$ cat src/rtl/ex_mem_pkg.sv
// ex_mem_pkg
//   Shared constants for the EX/MEM pipeline stage: condition-flag bit
//   positions inside the 3-bit ALU flag vector and the default widths of the
//   beat payload fields.
//   Build option: EX_MEM_SKID_EN (consumed by ex_mem_stage) selects the
//   two-entry skid configuration.
package ex_mem_pkg;

  // Flag bit positions in ex_flags / flags_q
  localparam int FLAG_OVF  = 0;
  localparam int FLAG_ZERO = 1;
  localparam int FLAG_NEG  = 2;
  localparam int FLAG_W    = 3;

  // Default payload field widths
  localparam int EXM_DATA_W = 32;
  localparam int EXM_OP_W   = 6;
  localparam int EXM_REG_AW = 5;

  // Total packed width of one beat for a given set of field widths:
  // opcode + result + flags + flags_we + wr_en + wr_addr + store_data
  function automatic int beat_width(input int data_w, input int op_w, input int reg_aw);
    return op_w + data_w + FLAG_W + 1 + 1 + reg_aw + data_w;
  endfunction

endpackage

$ cat src/rtl/pipe_skid_buf.sv
// pipe_skid_buf
//   Generic valid/ready buffer over a packed payload.
//   SKID_EN=1 : two entries (main = oldest, drives the output; skid = newest).
//               o_ready is a pure register term (~skid_valid).
//   SKID_EN=0 : single main entry, o_ready = ~main_valid | i_ready.
//   Ports:
//     clk, rst_n          clock, async active-low reset
//     flush               clear all valid bits at the edge, drop the input beat
//     i_valid/o_ready     upstream handshake, i_data payload
//     o_valid/i_ready     downstream handshake, o_data payload (main entry)
//     o_drain             downstream handshake completes this cycle
//     o_new_valid/o_new_data  newest held entry (skid if valid, else main)
import ex_mem_pkg::*;

module pipe_skid_buf #(
  parameter int W       = 8,
  parameter bit SKID_EN = 1'b1
) (
  input  logic         clk,
  input  logic         rst_n,
  input  logic         flush,
  input  logic         i_valid,
  output logic         o_ready,
  input  logic [W-1:0] i_data,
  output logic         o_valid,
  input  logic         i_ready,
  output logic [W-1:0] o_data,
  output logic         o_drain,
  output logic         o_new_valid,
  output logic [W-1:0] o_new_data
);

  logic         r_main_v;
  logic [W-1:0] r_main_d;
  logic         w_ready;
  logic         w_acc;
  logic         w_drain;

  // A drain still completes in a flush cycle, so it is not gated by flush.
  assign w_drain = r_main_v & i_ready;
  assign w_acc   = i_valid & w_ready & ~flush;

  assign o_ready = w_ready;
  assign o_valid = r_main_v;
  assign o_data  = r_main_d;
  assign o_drain = w_drain;

  generate
    if (SKID_EN) begin : g_skid
      logic         r_skid_v;
      logic [W-1:0] r_skid_d;
      logic         w_acc_main;

      assign w_ready = ~r_skid_v;

      // Incoming beat goes to main only when main is (or is becoming) free
      // and nothing older is waiting in skid.
      assign w_acc_main = w_acc & (~r_main_v | (w_drain & ~r_skid_v));

      always_ff @(posedge clk or negedge rst_n) begin
        if (!rst_n) begin
          r_main_v <= 1'b0;
          r_skid_v <= 1'b0;
        end else if (flush) begin
          r_main_v <= 1'b0;
          r_skid_v <= 1'b0;
        end else begin
          if (w_drain && r_skid_v) begin
            r_main_v <= 1'b1;
          end else if (w_acc_main) begin
            r_main_v <= 1'b1;
          end else if (w_drain) begin
            r_main_v <= 1'b0;
          end

          if (w_acc && !w_acc_main) begin
            r_skid_v <= 1'b1;
          end else if (w_drain) begin
            r_skid_v <= 1'b0;
          end
        end
      end

      // Payload is not reset; the valid bits qualify it.
      always_ff @(posedge clk) begin
        if (w_drain && r_skid_v) begin
          r_main_d <= r_skid_d;
        end else if (w_acc_main) begin
          r_main_d <= i_data;
        end
        if (w_acc && !w_acc_main) begin
          r_skid_d <= i_data;
        end
      end

      assign o_new_valid = r_skid_v | r_main_v;
      assign o_new_data  = r_skid_v ? r_skid_d : r_main_d;
    end else begin : g_noskid
      assign w_ready = ~r_main_v | i_ready;

      always_ff @(posedge clk or negedge rst_n) begin
        if (!rst_n) begin
          r_main_v <= 1'b0;
        end else if (flush) begin
          r_main_v <= 1'b0;
        end else if (w_acc) begin
          r_main_v <= 1'b1;
        end else if (w_drain) begin
          r_main_v <= 1'b0;
        end
      end

      always_ff @(posedge clk) begin
        if (w_acc) begin
          r_main_d <= i_data;
        end
      end

      assign o_new_valid = r_main_v;
      assign o_new_data  = r_main_d;
    end
  endgenerate

endmodule

$ cat src/rtl/ex_mem_stage.sv
// ex_mem_stage
//   EX/MEM pipeline register. Captures each ALU beat (result, flags,
//   writeback control, store data), hands it to the memory stage over
//   valid/ready, holds the architectural flag register and exports a
//   forwarding view of the newest held beat.
//   Build option: define EX_MEM_SKID_EN for the two-entry skid buffer
//   (registered ex_ready); undefined gives a single entry with
//   ex_ready = ~mem_valid | mem_ready.
//   Ports:
//     clk, rst_n, flush                 clock, async active-low reset, flush
//     ex_valid/ex_ready + ex_* payload  execute-stage side
//     mem_valid/mem_ready + mem_*       memory-stage side (oldest beat)
//     flags_q                           architectural flags {neg, zero, ovf}
//     fwd_valid/fwd_addr/fwd_data       newest held writeback for bypass
import ex_mem_pkg::*;

module ex_mem_stage #(
  parameter int DATA_W = EXM_DATA_W,
  parameter int OP_W   = EXM_OP_W,
  parameter int REG_AW = EXM_REG_AW
) (
  input  logic              clk,
  input  logic              rst_n,
  input  logic              flush,
  input  logic              ex_valid,
  output logic              ex_ready,
  input  logic [OP_W-1:0]   ex_opcode,
  input  logic [DATA_W-1:0] ex_result,
  input  logic [FLAG_W-1:0] ex_flags,
  input  logic              ex_flags_we,
  input  logic              ex_wr_en,
  input  logic [REG_AW-1:0] ex_wr_addr,
  input  logic [DATA_W-1:0] ex_store_data,
  output logic              mem_valid,
  input  logic              mem_ready,
  output logic [OP_W-1:0]   mem_opcode,
  output logic [DATA_W-1:0] mem_result,
  output logic              mem_wr_en,
  output logic [REG_AW-1:0] mem_wr_addr,
  output logic [DATA_W-1:0] mem_store_data,
  output logic [FLAG_W-1:0] flags_q,
  output logic              fwd_valid,
  output logic [REG_AW-1:0] fwd_addr,
  output logic [DATA_W-1:0] fwd_data
);

`ifdef EX_MEM_SKID_EN
  localparam bit SKID_EN = 1'b1;
`else
  localparam bit SKID_EN = 1'b0;
`endif

  typedef struct packed {
    logic [OP_W-1:0]   opcode;
    logic [DATA_W-1:0] result;
    logic [FLAG_W-1:0] flags;
    logic              flags_we;
    logic              wr_en;
    logic [REG_AW-1:0] wr_addr;
    logic [DATA_W-1:0] store_data;
  } beat_t;

  localparam int BEAT_W = beat_width(DATA_W, OP_W, REG_AW);

  beat_t             w_in_beat;
  beat_t             w_main_beat;
  beat_t             w_new_beat;
  logic              w_new_valid;
  logic              w_drain;
  logic [FLAG_W-1:0] r_flags;

  always_comb begin
    w_in_beat                  = '0;
    w_in_beat.opcode           = ex_opcode;
    w_in_beat.result           = ex_result;
    w_in_beat.flags[FLAG_OVF]  = ex_flags[FLAG_OVF];
    w_in_beat.flags[FLAG_ZERO] = ex_flags[FLAG_ZERO];
    w_in_beat.flags[FLAG_NEG]  = ex_flags[FLAG_NEG];
    w_in_beat.flags_we         = ex_flags_we;
    w_in_beat.wr_en            = ex_wr_en;
    w_in_beat.wr_addr          = ex_wr_addr;
    w_in_beat.store_data       = ex_store_data;
  end

  pipe_skid_buf #(
    .W       (BEAT_W),
    .SKID_EN (SKID_EN)
  ) u_buf (
    .clk         (clk),
    .rst_n       (rst_n),
    .flush       (flush),
    .i_valid     (ex_valid),
    .o_ready     (ex_ready),
    .i_data      (w_in_beat),
    .o_valid     (mem_valid),
    .i_ready     (mem_ready),
    .o_data      (w_main_beat),
    .o_drain     (w_drain),
    .o_new_valid (w_new_valid),
    .o_new_data  (w_new_beat)
  );

  // Flags commit only when their beat actually leaves toward memory, so a
  // flushed beat can never disturb the architectural flags.
  always_ff @(posedge clk or negedge rst_n) begin
    if (!rst_n) begin
      r_flags <= '0;
    end else if (w_drain && w_main_beat.flags_we) begin
      r_flags <= w_main_beat.flags;
    end
  end

  assign flags_q        = r_flags;
  assign mem_opcode     = w_main_beat.opcode;
  assign mem_result     = w_main_beat.result;
  assign mem_wr_en      = w_main_beat.wr_en;
  assign mem_wr_addr    = w_main_beat.wr_addr;
  assign mem_store_data = w_main_beat.store_data;

  assign fwd_valid = w_new_valid & w_new_beat.wr_en;
  assign fwd_addr  = w_new_beat.wr_addr;
  assign fwd_data  = w_new_beat.result;

endmodule
$ cat config.mk
export PLATFORM = sky130hd
export DESIGN_NAME = ex_mem_stage
export DESIGN_NICKNAME = d
export VERILOG_FILES = /design/src/rtl/ex_mem_pkg.sv /design/src/rtl/pipe_skid_buf.sv /design/src/rtl/ex_mem_stage.sv
export SDC_FILE = /design/constraint.sdc
export NUM_CORES = 1
export LEC_CHECK = 0
export ABC_AREA = 1
export CAP_MARGIN = 20
export CORE_UTILIZATION = 41
export DETAILED_ROUTE_END_ITERATION = 10
export PLACE_DENSITY = 0.95
export RECOVER_POWER = 25
export SKIP_CTS_REPAIR_TIMING = 1
export SLEW_MARGIN = 20
export SYNTH_ARGS = -nofsm -noshare
export SYNTH_HDL_FRONTEND = slang
export SYNTH_SLANG_ARGS = --single-unit
$ cat constraint.sdc
create_clock -name clk -period 5.05 [get_ports clk]
set_input_delay 0.7575 -clock clk [delete_from_list [all_inputs] [get_ports clk]]
set_output_delay 0.7575 -clock clk [all_outputs]
set_load 0.005 [all_outputs]
==> Word-level counts from Yosys, hierarchy flattened <==
Index checks and enable logic that the tools add are counted.
{ "word_totals": {"register_bits": 84, "inputBits": 85, "out_inout_bits": 119, "wordCells": 15} }
{ "op_classes": {"n_mux": 3, "bitwise": 7, "n_reduce_logical": 2} }
{ "ops": {"columns": ["op", "n"], "rows": [
  ["$and A1 B1 Y1", 4],
  ["$mux W1", 3],
  ["$reduce_bool A3 Y1", 1],
  ["$not A1 Y1", 2],
  ["$logic_and A1 B1 Y1", 1],
  ["$or A1 B1 Y1", 1]
]} }

==> Depth between registers and ports, before layout <==
{ "logic_depth": {"ltp_word": 6, "depth_mapped": 4} }

==> Modules after synthesis <==
Synthesis repeated with hierarchy kept, for this count alone.
{ "hier_totals": {"hier_cells": 187, "area_unflattened_um2": 3205.6} }
{ "modules_own_cells": {"columns": ["mod", "n_inst", "cells_each", "area_per_inst_um2"], "rows": [
  ["pipe_skid_buf", 1, 172, 3079.2],
  ["ex_mem_stage", 1, 15, 126.4]
]} }

==> Least setup slack after synthesis <==
OpenSTA, ideal clock, no wires.
{ "synth_timing": {"kind": "input-to-reg", "startpoint": "input port mem_ready", "endpoint": "register u_buf.r_main_d[0], in the netlist u_buf.o_data[0] (enable)", "arrival_ns": 2.955, "required_ns": 4.595, "setup_slack_ns": 1.641, "path_stages": 4, "path_cell_list": "inv_2 -> nand2_2 -> nand2_2 -> nor2_2"} }
{ "synth_via": {"elab_chain_len": 3} }
{ "synth_lines": {"columns": ["element", "line_no", "text"], "rows": [
  ["start: declaration", "ex_mem_stage.sv:35", "input logic mem_ready,"],
  ["$or A1 B1 Y1", "pipe_skid_buf.sv:99", "assign w_ready = ~r_main_v | i_ready;"],
  ["net ex_ready", "ex_mem_stage.sv:26", "output logic ex_ready,"],
  ["$and A1 B1 Y1 (2 in series)", "pipe_skid_buf.sv:41", "assign w_acc = i_valid & w_ready & ~flush;"],
  ["net u_buf.w_acc", "pipe_skid_buf.sv:36", "logic w_acc;"],
  ["end signal: assignment", "pipe_skid_buf.sv:115", "r_main_d <= i_data;"],
  ["end: declaration", "pipe_skid_buf.sv:34", "logic [W-1:0] r_main_d;"]
]} }
The timed path passes the listed nets, and every way through them passes these cells.
A chain may end at the register's enable or synchronous reset.

==> Worst setup path after layout <==
{ "layout_timing": {"startpoint": "input port mem_ready", "endpoint": "output port ex_ready"} }
{ "layout_via": {"elab_chain_len": 1} }
{ "layout_lines": {"columns": ["element", "line_no"], "rows": [
  ["$or A1 B1 Y1", "pipe_skid_buf.sv:99"],
  ["end: declaration", "ex_mem_stage.sv:26"]
]} }
Every way passes these cells.

==> run_results.csv <==
group,metric,value,unit
route,drtPass1Iterations,5,
clock_tree,clkLatencyLatePin,340,ps
timing,slew_viol_final,0,
floorplanning,core,0.00818,mm2
synth,yosysWarnings,0,
critical_path,worstReg2RegStart,"u_buf.o_new_valid",
timing,clock.fmax,363,MHz
route,num_vias,1799,
global_routing,antenna_found_initial,1,
route,drt-vias-per-instance,4.19,
critical_path,cpPeakStageDelay,590,ps
timing,worstMarginPinSlew,547,ps
worst_hold_path,holdCritPathClass,"reg2reg",
floorplanning,die_x,93.6,um
timing,relSlewSlack,63.5,%
critical_path,critPathMostFrequentCell,"clkdlybuf4s50_1",
timing,rsz0062_at_grt,"false",
timing,fin_skew,8.93,ps
route,drc,0,
placement,globalplace.congestion,0.686,
clock_tree,cts-root-buf,"clkbuf_8",
floorplanning,start_util,42.0,%
critical_path,required,4290,ps
clock_tree,clk_pin_slew,80,ps
floorplanning,io-pin-count,204,
clock_tree,cts_buffer_depth,2,
clock_tree,clock_sinks,84,
job,maxCapViolCount,0,
synth,ys_ff_latch,84,
route,wl_per_cell,15.4,um
global_routing,grt_pass1_wl,9630,um
synth,synthesis.nets,299,
layout,final_cell_mix,"135 x clkdlybuf4s50_1, 80 x edfxtp_1, 68 x dlygate4sd3_1, 9 x clkbuf_8, 7 x nand2_1",
power,power_density,289,mW/mm2
clock_tree,htree_levels,3,
synth,yosysSeqAreaShare,72.8,%
critical_path,worstPathMaxFanout,5,
timing,setup_viol,0,
critical_path,cp-endpoint,"ex_ready",
layout,synthToLayoutAreaGrowth,44.7,%
critical_path,arrival,2000,ps
layout,drive_gt1_share,6.81,%
global_routing,grt_pass1_vias,1886,
placement,place.detailed.instances,412,
power,seq_power_share,56.6,%
floorplanning,dieArea,0.00875,mm2
timing,timing.setup.tns,0,ps
timing,period_minus_slack,2760,ps
power,leakagePower,0.00177,uW
placement,port_buffers,203,
timing,fin_crit_sh,54.6,%
global_routing,grt_util_all_layers,15.3,%
global_routing,grt_overflow_total,0,
global_routing,grt_start_max_net_pins,43,
power,finalPower,1440,uW
timing,finalHoldViolCount,0,
synth,synth_area,0.00344,mm2
power,p_clk_share,31.8,%
critical_path,reg2reg_setup_slack,3410,ps
layout,instances_no_fill,429,
critical_path,path_cells,"clkdlybuf4s50_1 -> inv_2 -> nand2_2 -> clkdlybuf4s50_1",
synth,avgSynthCellArea,16.1,um2
power,sw_frac_of_total,20.4,%
synth,synth_cells,214,
route,ant_nets,0,
route,routed_wl,6620,um
critical_path,critPathLaunchType,"input pin",
floorplanning,rows,33,
layout,finalNetCount,403,
power,power.internal,1150,uW
power,comb_power_share,11.6,%
critical_path,critPathKind,"in2out",
clock_tree,cts_tree,"yes",
synth,synth_cell_types,11,
critical_path,crit_path_start,"mem_ready",
outcome,outcome,"finished, final reports clean",
critical_path,ff2ff_path_depth,4,
floorplanning,die_y,93.6,um
placement,dp_hpwl,5230,um
route,first_iter_violations,96,
clock_tree,cts_buffers,9,
layout,layout.cells.most_common,"clkdlybuf4s50_1",
power,ir_worst_vdd,0.000182,V
power,netSwitchingPower,293,uW
critical_path,r2r-end,"u_buf.o_data[49]",
critical_path,critPathCaptureType,"output port",
critical_path,slowest_stage,"clkdlybuf4s50_1",
[worst min path at each step]
stage | start | endpoint | slack (ps) | cells past startpoint
5_1_grt | flags_q[0] | flags_q[0] | 530 | 2
3_5_place_dp | flags_q[2] | flags_q[2] | 480 | 2
6_report | flags_q[2] | flags_q[2] | 490 | 2
4_1_cts | flags_q[2] | flags_q[2] | 500 | 2
2_1_floorplan | rst_n | flags_q[0] | 460 | 0
3_3_place_gp | flags_q[1] | flags_q[1] | 460 | 2
[cell usage after synthesis, drive strengths merged]
library cell	number	area, um2
buf	112	841
nand3	1	10.0
inv	3	11.3
nand2	9	38.8
nand4	3	18.8
nor2	1	6.26
dfrtp	4	100
edfxtp	80	2400
a21oi	1	8.76
[final cells by class]
type                    instances  area, um2
fillers                       626       3200
flip-flops and latches         84       2500
repair buffers                205       2050
well taps                     105        131
clock buffers                  10        128
multi-input cells              15       87.6
clock inverters                 6       63.8
inverters                       3       11.3
diodes                          1       2.50
[per-layer routing]
layer  vias to the layer above  wire (um)  track usage (%)
met2                       111       3690             29.2
met3                         8        717             7.89
li1                        833          -                -
met1                       847       2140             13.3
met4                         0         73             5.77
met5                         -          0                0
[per-stage QoR]
| step | instance area [um2] | util (%) | hold slack (ps) | setup slack [ps] |
|---|---|---|---|---|
| after floorplan | 3440 | - | 462 | 1640 |
| after global placement | 4780 | 58.5 | 463 | 2320 |
| after detailed placement | 4780 | 58.5 | 477 | 2290 |
| after CTS | 4970 | 60.8 | 498 | 2290 |
| after global routing | 4970 | 60.8 | 534 | 2250 |
| final | 4970 | 60.8 | 494 | 2290 |
[critical path: cells and delay by family]
kind                   cells  cell delay (ps)
AND/OR/NAND/NOR            1               90
buffers and inverters      3             1140
[logic make-up (layout without fill, tap and decap cells)]
logic type / Yosys count / after routing / synth area share, %
buffers and inverters: 115 / 224 / 24.8
flip-flops: 84 / 84 / 72.8
AND/OR/NAND/NOR: 14 / 14 / 2.15
AO/OA/AOI/OAI: 1 / 1 / 0.255
other: 0 / 1 / 0
[sequential cells by signal, summed over array words and instances (netlist names)]
| signal | count |
|---|---|
| u_buf.o_new_valid | 1 |
| u_buf.o_data | 80 |
| flags_q | 3 |
[power groups by stage]
stage / combinational (uW) / clock [uW] / sequential [uW]
5_1_grt: 177 / 501 / 819
3_3_place_gp: 173 / 0 / 829
3_5_place_dp: 178 / 0 / 831
2_1_floorplan: 68.5 / 0 / 830
6_report: 166 / 457 / 815
4_1_cts: 179 / 473 / 815
Power figures use the tool's default switching activity.
